### config.mk
export PLATFORM = sky130hd
export DESIGN_NAME = mem_port_arbiter
export DESIGN_NICKNAME = d
export VERILOG_FILES = /design/src/rtl/mem_port_arbiter.sv
export SDC_FILE = /design/constraint.sdc
export NUM_CORES = 1
export LEC_CHECK = 0
export BUFFER_PORTS_ARGS = -buffer_cell sky130_fd_sc_hd__buf_2
export CAP_MARGIN = 15
export CORE_AREA = 3 3 380 382
export DETAILED_ROUTE_END_ITERATION = 7
export DIE_AREA = 0 0 383 385
export SLEW_MARGIN = 20
export SYNTH_ARGS = -nofsm -noshare
export SYNTH_HDL_FRONTEND = slang
export SYNTH_SLANG_ARGS = --single-unit
### constraint.sdc
create_clock -name clk -period 10.7 [get_ports clk]
set_clock_uncertainty 0.2 [all_clocks]
set_input_delay 1.605 -clock clk [delete_from_list [all_inputs] [get_ports clk]]
set_output_delay 1.605 -clock clk [all_outputs]
set_load 0.02 [all_outputs]
### src/rtl/mem_port_arbiter.sv
// Round-robin arbiter/sequencer sharing one 128-bit BRAM port between two cache channels.
// Define MEM_ARB_PERF_CNT_EN to build the saturating grant/stall performance counters.
module mem_port_arbiter #(
  parameter int BRAM_LAT = 1,
  parameter int ADDR_W   = 10
) (
  input  logic              clk,
  input  logic              reset,
  input  logic [171:0]      req0_msg,
  input  logic              req0_val,
  output logic              req0_rdy,
  output logic [143:0]      resp0_msg,
  output logic              resp0_val,
  input  logic              resp0_rdy,
  input  logic [171:0]      req1_msg,
  input  logic              req1_val,
  output logic              req1_rdy,
  output logic [143:0]      resp1_msg,
  output logic              resp1_val,
  input  logic              resp1_rdy,
  output logic              bram_en,
  output logic              bram_we,
  output logic [ADDR_W-1:0] bram_addr,
  output logic [127:0]      bram_din,
  input  logic [127:0]      bram_dout,
  output logic [15:0]       grant_cnt0,
  output logic [15:0]       grant_cnt1,
  output logic [15:0]       stall_cnt0,
  output logic [15:0]       stall_cnt1
);

  localparam int         DATA_W    = 128;
  localparam int         ADDR_LSB  = 130;
  localparam logic [2:0] WAIT_INIT = 3'(BRAM_LAT - 1);

  typedef enum logic [1:0] {
    S_IDLE,
    S_ISSUE,
    S_WAIT,
    S_RESP
  } state_t;

  state_t              state_q, state_d;
  logic                owner_q, owner_d;
  logic                last_grant_q, last_grant_d;
  logic [1:0]          type_q, type_d;
  logic [ADDR_W-1:0]   addr_q, addr_d;
  logic [DATA_W-1:0]   data_q, data_d;
  logic [2:0]          cnt_q, cnt_d;
  logic [143:0]        resp_msg_q, resp_msg_d;

  logic                grant;
  logic                fire;
  logic                resp_fire;
  logic [171:0]        win_msg;
  logic                unused_msg_bits;

  assign unused_msg_bits = ^{req0_msg, req1_msg};

  // Arbitration: a lone requester wins; under contention the one not granted last time wins.
  assign grant     = (req0_val & req1_val) ? ~last_grant_q : req1_val;
  assign fire      = (state_q == S_IDLE) & (req0_val | req1_val) & ~reset;
  assign req0_rdy  = fire & ~grant;
  assign req1_rdy  = fire & grant;
  assign win_msg   = grant ? req1_msg : req0_msg;
  assign resp_fire = (state_q == S_RESP) & (owner_q ? resp1_rdy : resp0_rdy);

  always_comb begin
    state_d      = state_q;
    owner_d      = owner_q;
    last_grant_d = last_grant_q;
    type_d       = type_q;
    addr_d       = addr_q;
    data_d       = data_q;
    cnt_d        = cnt_q;
    resp_msg_d   = resp_msg_q;
    case (state_q)
      S_IDLE: begin
        if (fire) begin
          owner_d      = grant;
          last_grant_d = grant;
          type_d       = win_msg[171:170];
          addr_d       = win_msg[ADDR_LSB +: ADDR_W];
          data_d       = win_msg[DATA_W-1:0];
          state_d      = S_ISSUE;
        end
      end
      S_ISSUE: begin
        cnt_d   = WAIT_INIT;
        state_d = S_WAIT;
      end
      S_WAIT: begin
        if (cnt_q == 3'd0) begin
          // Types 2 and 3 behave as reads; only writes return zero data.
          resp_msg_d = {type_q, 14'b0, (type_q == 2'd1) ? {DATA_W{1'b0}} : bram_dout};
          state_d    = S_RESP;
        end else begin
          cnt_d = cnt_q - 3'd1;
        end
      end
      S_RESP: begin
        if (resp_fire) begin
          state_d = S_IDLE;
        end
      end
      default: state_d = S_IDLE;
    endcase
  end

  always_ff @(posedge clk or posedge reset) begin
    if (reset) begin
      state_q      <= S_IDLE;
      owner_q      <= 1'b0;
      last_grant_q <= 1'b1;
      type_q       <= 2'd0;
      addr_q       <= '0;
      data_q       <= '0;
      cnt_q        <= 3'd0;
      resp_msg_q   <= '0;
    end else begin
      state_q      <= state_d;
      owner_q      <= owner_d;
      last_grant_q <= last_grant_d;
      type_q       <= type_d;
      addr_q       <= addr_d;
      data_q       <= data_d;
      cnt_q        <= cnt_d;
      resp_msg_q   <= resp_msg_d;
    end
  end

  assign bram_en   = (state_q == S_ISSUE);
  assign bram_we   = bram_en & (type_q == 2'd1);
  assign bram_addr = addr_q;
  assign bram_din  = data_q;
  assign resp0_msg = resp_msg_q;
  assign resp1_msg = resp_msg_q;
  assign resp0_val = (state_q == S_RESP) & ~owner_q;
  assign resp1_val = (state_q == S_RESP) & owner_q;

`ifdef MEM_ARB_PERF_CNT_EN
  logic [15:0] grant_cnt0_q, grant_cnt0_d;
  logic [15:0] grant_cnt1_q, grant_cnt1_d;
  logic [15:0] stall_cnt0_q, stall_cnt0_d;
  logic [15:0] stall_cnt1_q, stall_cnt1_d;

  function automatic logic [15:0] sat_inc(input logic [15:0] v, input logic inc);
    return (inc && (v != 16'hFFFF)) ? v + 16'd1 : v;
  endfunction

  always_comb begin
    grant_cnt0_d = sat_inc(grant_cnt0_q, req0_val & req0_rdy);
    grant_cnt1_d = sat_inc(grant_cnt1_q, req1_val & req1_rdy);
    stall_cnt0_d = sat_inc(stall_cnt0_q, req0_val & ~req0_rdy);
    stall_cnt1_d = sat_inc(stall_cnt1_q, req1_val & ~req1_rdy);
  end

  always_ff @(posedge clk or posedge reset) begin
    if (reset) begin
      grant_cnt0_q <= 16'd0;
      grant_cnt1_q <= 16'd0;
      stall_cnt0_q <= 16'd0;
      stall_cnt1_q <= 16'd0;
    end else begin
      grant_cnt0_q <= grant_cnt0_d;
      grant_cnt1_q <= grant_cnt1_d;
      stall_cnt0_q <= stall_cnt0_d;
      stall_cnt1_q <= stall_cnt1_d;
    end
  end

  assign grant_cnt0 = grant_cnt0_q;
  assign grant_cnt1 = grant_cnt1_q;
  assign stall_cnt0 = stall_cnt0_q;
  assign stall_cnt1 = stall_cnt1_q;
`else
  assign grant_cnt0 = 16'd0;
  assign grant_cnt1 = 16'd0;
  assign stall_cnt0 = 16'd0;
  assign stall_cnt1 = 16'd0;
`endif

endmodule

## Yosys cells after proc, flatten, opt, wreduce, memory -nomap -nowiden

Cells that the tools add are included.

- Add/subtract/negate cells: 1
- Equality and inequality tests: 8
- Muxes and demuxes: 10
- Bitwise gates (word level): 14
- Reduce and logical (&&, ||, !) cells: 7

Operators by type and width:

| cell | number |
|---|---|
| two-way mux 172 bit | 1 |
| two-way mux 128 bit | 1 |
| bitwise AND 1 bit | 9 |
| != test 2 bit (second input constant) | 4 |
| case mux 2 bit (4 select lines) | 1 |
| two-way mux 2 bit | 3 |
| case mux 3 bit (2 select lines) | 1 |
| AND reduction 2 bit | 3 |
| == test 2 x 1 -> 1 bit (second input constant) | 2 |
| == test 2 bit (second input constant) | 2 |
| inverter 1 bit | 4 |
| logical NOT 3 bit | 1 |
| two-way mux 3 bit | 1 |
| AND reduction 3 bit | 1 |
| subtractor 3 x 1 -> 3 bit (second input constant) | 1 |
| logical NOT 2 bit | 1 |
| two-way mux 1 bit | 2 |
| nonzero test 2 bit | 1 |
| bitwise OR 1 bit | 1 |

- Register bits: 277
- Input port bits: 478
- Logic and storage cells: 48

## Depth between registers and ports, before layout

Gate-level depths: netlist of run 1.

- Depth after elaboration: 5
- Gate-level depth with buffers: 9

## Worst setup path after synthesis of run 1

Ideal clock, no wire load.

- Kind: input-to-output
- From: input port reset
- To: output port req1_rdy
- Arrival time: 2.414 ns
- Slack: 6.481 ns
- Cell stages on the path: 4
- Buffers on the path: 1
- Cells stage by stage: nor2b_2 nand2_1 a21oi_2 clkbuf_1

- Longest elaborated chain between the ends: 3

Ends and longest elaborated chain:

| element | RTL line | source |
|---|---|---|
| start, declared | 8 | `input logic reset,` |
| inverter 1 bit | 62 | `assign fire = (state_q == S_IDLE) & (req0_val \| req1_val) & ~reset;` |
| bitwise AND 1 bit | 62 |  |
| bitwise AND 1 bit | 64 | `assign req1_rdy = fire & grant;` |
| end, declared | 17 | `output logic req1_rdy,` |

No other way between the ends.

## Worst setup path in the final report of run 1

- From: input port reset
- To: output port req0_rdy

- Longest elaborated chain between the ends: 3

Ends and longest elaborated chain:

| element | RTL line | source |
|---|---|---|
| inverter 1 bit | 62 |  |
| bitwise AND 1 bit | 62 |  |
| bitwise AND 1 bit | 63 | `assign req0_rdy = fire & ~grant;` |
| end, declared | 11 | `output logic req0_rdy,` |

No other way between the ends.

==> results.ini, run 1 <==
[yosys]
synthTopCellsByCount = dfrtp_1, buf_4, a221o_1
ys.flop_type = dfrtp_1
synth_top_area_share_pct = 54.5
ys_ff_latch = 277
async_reset_ff_share_pct = 100
yosysUniqueCellTypes = 29
synth_seq_area_share_pct = 54.7
yosysWarnings = 0
yosysMostFrequentCell = dfrtp_1
syn_inst = 1027
synth-edff-count = 0
netlist_area_um2 = 12700
synth_area_leaders = dfrtp_1, buf_4, a221o_1
syn_avg_cell_area_um2 = 12.3
yosysTopAreaCell = dfrtp_1

[clock_tree]
cts-hold-fix-buffers = 0
numCtsBuffers = 35
post_cts_resized = 0
root_buffer = clkbuf_16
cts_setup_buffers = 0
clock_latency_ps = 580
clk_pin_slew_ps = 50
cts_buffer_depth = 3
cts_sinks = 277
htree_levels = 2
cts_tree = built

[min_path]
hold_path.class = reg -> reg
min_to = cnt_q[0]
hold_start = cnt_q[0]
hold_depth = 1

[power]
leakage_nw = 9.25
clkPwrFrac_pct = 18.9
ir_worst_vdd_v = 0.000160
p_int_mw = 3.21
switching_share_pct = 46.9
power.density_nw_per_um2 = 322
seqPwrFrac_pct = 31.5
total_power_mw = 6.04
power_switching_mw = 2.83
p_comb_share_pct = 49.5

[die]
core_area_um2 = 141000
rows = 138
die_area_um2 = 147000
ioPinCount = 974
die_w_um = 383
start_util_pct = 8.97
die_h_um = 385

[placed_design]
gp_congestion = 0.826
place_area_um2 = 17600
io_buffers = 817
place.detailed.hpwl_um = 70800

[run_status]
status = complete, no violations

[setup_path]
r2r_cells = 9
critPathRequiredTime_ps = 8900
critPathCaptureType = output pin
arrival_ps = 2760
reg2reg_from = state_q[0]
path_max_fanout = 34
rrSetupSlack_ps = 6960
r2r_end = bram_din[19]
start_kind = input pin
crit_type = in -> out

[finish]
drive_gt1_share_pct = 52.1
fillers = 16100
design_area_um2 = 18700
synthToLayoutAreaGrowth_pct = 47.6
seq_area_um2 = 6930
multi_input_area_um2 = 4050
fin_util_pct = 13.2
final_nets = 2173

[route]
drc_errors = 0
routed_wl_um = 83200
wl_per_cell_um = 23.0
vias = 11300
firstDrtPassIters = 5
ant_nets = 0
vias_per_cell = 3.13
first_iter_violations = 517

[sta]
rsz0062_at_grt = false
slew_headroom_pct = 41.9
fin_crit_ps = 4570
final_max_slew_viol_count = 0
final.setup.tns_ps = 0
hold_viol_final = 0
max_freq_mhz = 219
finalCritPeriodShare_pct = 42.7
setup-violations-final = 0
worstMarginPinSlew_ps = 872
hold_slack_ps = 286

[global_route]
grt_pass1_vias = 10900
antenna_found_initial = 117
grt_usage_pct = 10.7
grt-ovfl-total = 0
grt_max_degree = 122
grt_pass1_wl_um = 105000

[job]
cap_violations = 0

per-layer routing:
| metal | wire length, um | up-vias | GRT usage, % | part of all wire [%] |
|---|---|---|---|---|
| met5 | 248 | - | 0 | 0.30 |
| met4 | 2090 | 36 | 1.91 | 2.5 |
| met3 | 10900 | 212 | 5.58 | 13 |
| met2 | 37200 | 795 | 17.0 | 45 |
| met1 | 32800 | 5493 | 12.9 | 39 |
| li1 | - | 4782 | - | - |
critical path, stage by stage:
cell and delay, ps:
buf_2 140, nor2b_2 210, and3_4 520, buf_2 270
layout make-up:
cell class | instances | area share [%]
multi-input combinational | 538 | 21.6
clock inverter | 11 | 0.474
inverter | 7 | 0.180
clock buffer | 50 | 5.30
antenna | 18 | 0.241
tap | 1890 | 12.6
sequential | 277 | 37.0
timing repair buffer | 830 | 22.5
placed cells by master (no fill, tap or decap), drive strengths merged, types with 2 or more instances in the layout:
cell,count
clkinv,7
buf,830
nor2,2
a221o,140
a21o,2
a22o,128
o21ai,7
nand2,7
nand2b,2
mux2,2
ha,6
nor2b,2
and2,141
and3,2
clkinvlp,3
clkbuf,50
conb,92
inv,8
dfrtp,276
diode,18
a21oi,2
worst max path at each step:
stage                         to  start  slack, ps  cells after the start
finish                  req0_rdy  reset       6130                      4
global route            req0_rdy  reset       6040                      4
CTS                     req0_rdy  reset       6090                      4
detailed placement  bram_din[19]  reset       6010                      8
global placement    bram_din[18]  reset       6060                      8
floorplan           bram_addr[0]  reset       1260                      1
power groups by stage:
stage	sequential [mW]	clock, mW	combinational (mW)
6_report	1.90	1.14	2.99
2_1_floorplan	2.39	0	1.49
4_1_cts	1.91	1.21	3.03
5_1_grt	1.96	1.24	3.17
3_5_place_dp	1.90	0	3.02
3_3_place_gp	1.90	0	3.01
flip-flops by register name (all words and copies together), names as in the netlist:
signal / cells
bram_addr: 10
bram_din: 128
cnt_q: 3
last_grant_q: 1
owner_q: 1
resp0_msg: 130
state_q: 2
type_q: 2
per-stage QoR:
step           cells  worst slack, ps
2_1_floorplan   1118             1260
3_3_place_gp    3541             6060
3_5_place_dp    3541             6010
4_1_cts         3602             6090
5_1_grt         3606             6040
6_report        3621             6130
cells by family after synthesis:
group	Yosys count	share of synthesized area (%)
mux	3	0.256
other cells	1	0.0296
compound gates	280	20.4
buf+inv	303	16.4
simple gates	157	7.58
fa+ha+maj	6	0.592
flops	277	54.7
(Power assumes the default switching activity.)
==> run 2, diff against run 1 <==
- ABC_AREA: not set -> 1
- CORE_AREA: 3 3 380 382 -> 3 3 381 383
- DIE_AREA: 0 0 383 385 -> 0 0 384 386
- clock period: 10.7 -> 4.68 ns (I/O delays scaled with it)
==> results.ini, run 2 <==
[power]
power_switching_mw = 7.33  ; +160%
total_power_mw = 14.6  ; +140%
p_comb_share_pct = 49.8  ; +0.3 points
seqPwrFrac_pct = 29.8  ; -1.7 points
switching_share_pct = 50.2  ; +3.3 points
ir_worst_vdd_v = 0.000479  ; +200%
clkPwrFrac_pct = 20.4  ; +1.5 points
power.density_nw_per_um2 = 740  ; +130%
p_int_mw = 7.28  ; +130%
leakage_nw = 10.2  ; +11%

[yosys]
yosysUniqueCellTypes = 27  ; -6.9%
yosysMostFrequentCell = nand2_1
netlist_area_um2 = 13500  ; +6.6%
yosysTopAreaCell = dfrtp_1
syn_avg_cell_area_um2 = 8.39  ; -32%
synthTopCellsByCount = nand2_1, dfrtp_1, nand3_1
yosysWarnings = 0  ; unchanged
syn_inst = 1611  ; +57%
synth_area_leaders = dfrtp_1, nand2_1, buf_4
synth_seq_area_share_pct = 51.3  ; -3.4 points
synth_top_area_share_pct = 51.1  ; -3.4 points
ys_ff_latch = 277  ; unchanged
synth-edff-count = 0  ; unchanged
ys.flop_type = dfrtp_1
async_reset_ff_share_pct = 100  ; unchanged

[die]
die_w_um = 384  ; +0.26%
die_area_um2 = 148000  ; +0.52%
die_h_um = 386  ; +0.26%
ioPinCount = 974  ; unchanged
core_area_um2 = 142000  ; +0.24%
rows = 138  ; unchanged
start_util_pct = 9.54  ; +0.57 points

[min_path]
hold_depth = 3  ; +2
min_to = bram_din[79]
hold_start = req0_msg[79]
hold_path.class = in -> reg

[finish]
mostFrequentLayoutCell = buf_2
design_area_um2 = 19700  ; +5.5%
most-common-layout-cells = buf_2, nand2_1, dfrtp_1
seq_area_um2 = 6930  ; unchanged
synthToLayoutAreaGrowth_pct = 46.1
drive_gt1_share_pct = 40.5  ; -12 points
final_nets = 2740  ; +26%
fillers = 16300  ; +1.3%
final_cells = 4181  ; +15%
multi_input_area_um2 = 4740  ; +17%
largest_reg_flops = 130  ; unchanged

[global_route]
grt_pass1_vias = 12900  ; +19%
grt_usage_pct = 11.3  ; +0.57 points
grt_max_degree = 140  ; +15%
met2_usage_pct = 19.0  ; +2.0 points
grt_pass1_wl_um = 114000  ; +8.7%
grt-ovfl-total = 0  ; unchanged
antenna_found_initial = 72  ; -38%
use_met1_pct = 14.1  ; +1.1 points
top_usage_layer = met2
use_met3_pct = 3.37  ; -2.2 points

[clock_tree]
numCtsBuffers = 36  ; +2.9%
cts_setup_buffers = 0  ; unchanged
cts_buffer_depth = 3  ; unchanged
cts-hold-fix-buffers = 1  ; +1
clock_latency_ps = 570  ; about the same
post_cts_resized = 0  ; unchanged
clk_pin_slew_ps = 60  ; about the same
htree_levels = 2  ; unchanged
cts_tree = built
cts_sinks = 277  ; unchanged
root_buffer = clkbuf_16

[route]
vias_per_cell = 3.32  ; +6.3%
drc_errors = 0  ; unchanged
wl_per_cell_um = 21.2  ; -7.6%
firstDrtPassIters = 5  ; unchanged
ant_nets = 0  ; unchanged
vias = 13900  ; +23%
first_iter_violations = 672  ; +30%
routed_wl_um = 88800  ; +6.7%

[setup_path]
start_kind = input pin
rrSetupSlack_ps = 1810  ; -5150 ps
r2r_cells = 8  ; -1
critPathRequiredTime_ps = 3780  ; -5120 ps
r2r_end = bram_din[2]
reg2reg_from = state_q[1]
path_max_fanout = 58  ; +71%
critPathCaptureType = output pin
crit_type = in -> out
arrival_ps = 2950  ; +190 ps

[placed_design]
gp_congestion = 0.839  ; +1.5%
place.detailed.hpwl_um = 74200  ; +4.8%
place_area_um2 = 18500  ; +5.0%
dp_cells = 4107  ; +16%
io_buffers = 817  ; unchanged

[sta]
finalCritPeriodShare_pct = 82.4
final.setup.tns_ps = 0  ; unchanged
max_freq_mhz = 259
setup-violations-final = 0  ; unchanged
slew_headroom_pct = 33.0  ; -8.9 points
hold_viol_final = 0  ; unchanged
worstMarginPinSlew_ps = 1010  ; +133 ps
fin_crit_ps = 3860
final_max_slew_viol_count = 0  ; unchanged
rsz0062_at_grt = false

[job]
cap_violations = 0  ; unchanged

[run_status]
status = complete, no violations

run 2: worst max-delay path by stage:
stage,startpoint,end,slack (ps),cells past startpoint
after floorplan,reset,req0_rdy,170,6
after global routing,reset,req1_rdy,600,6
after CTS,reset,req1_rdy,610,6
after detailed placement,reset,req1_rdy,1260,5
final,reset,req1_rdy,820,6
after global placement,reset,req1_rdy,1270,5
run 2: layout make-up:
type	instances	share of cell area [%]
Tap cell	1890	12.0
Antenna cell	7	0.0887
Clock buffer	48	5.41
Timing Repair Buffer	841	22.0
Inverter	16	0.399
Sequential cell	277	35.1
Clock inverter	18	1.02
Multi-Input combinational cell	1084	24.0
run 2: per-layer routing:
metal | vias up | share of wire (%)
met4 | 16 | 2.7
met1 | 6743 | 41
li1 | 6193 | -
met5 | - | 0.12
met2 | 771 | 48
met3 | 166 | 8.5
run 2: worst max-delay path, stage by stage:
cell           delay, ps
dlygate4sd3_1        590
buf_2                210
inv_16               240
nand2_8              280
nor2_4               590
buf_2                280
run 2: through the flow:
stage | hold slack (ps) | worst slack (ps) | utilization, %
3_5_place_dp | 290 | 1260 | 13.0
5_1_grt | 91.5 | 599 | 13.9
2_1_floorplan | 286 | 172 | -
6_report | 138 | 824 | 13.9
4_1_cts | 64.7 | 611 | 13.9
3_3_place_gp | 279 | 1270 | 13.0
run 2: kinds of logic after synthesis:
logic type | after synthesis | synth area share, %
adders and majority gates | 6 | 0.555
buffers and inverters | 341 | 16.5
and+or+nand+nor | 839 | 26.2
DFF | 277 | 51.3
other | 1 | 0.0277
AOI/OAI and AO/OA | 147 | 5.48
run 2: power by group through the flow:
stage / sequential [mW] / combinational (mW) / clock, mW
global route: 4.49 / 7.92 / 3.20
detailed placement: 4.35 / 7.50 / 0
floorplan: 5.45 / 3.47 / 0
finish: 4.35 / 7.28 / 2.98
CTS: 4.36 / 7.50 / 3.11
global placement: 4.33 / 7.45 / 0
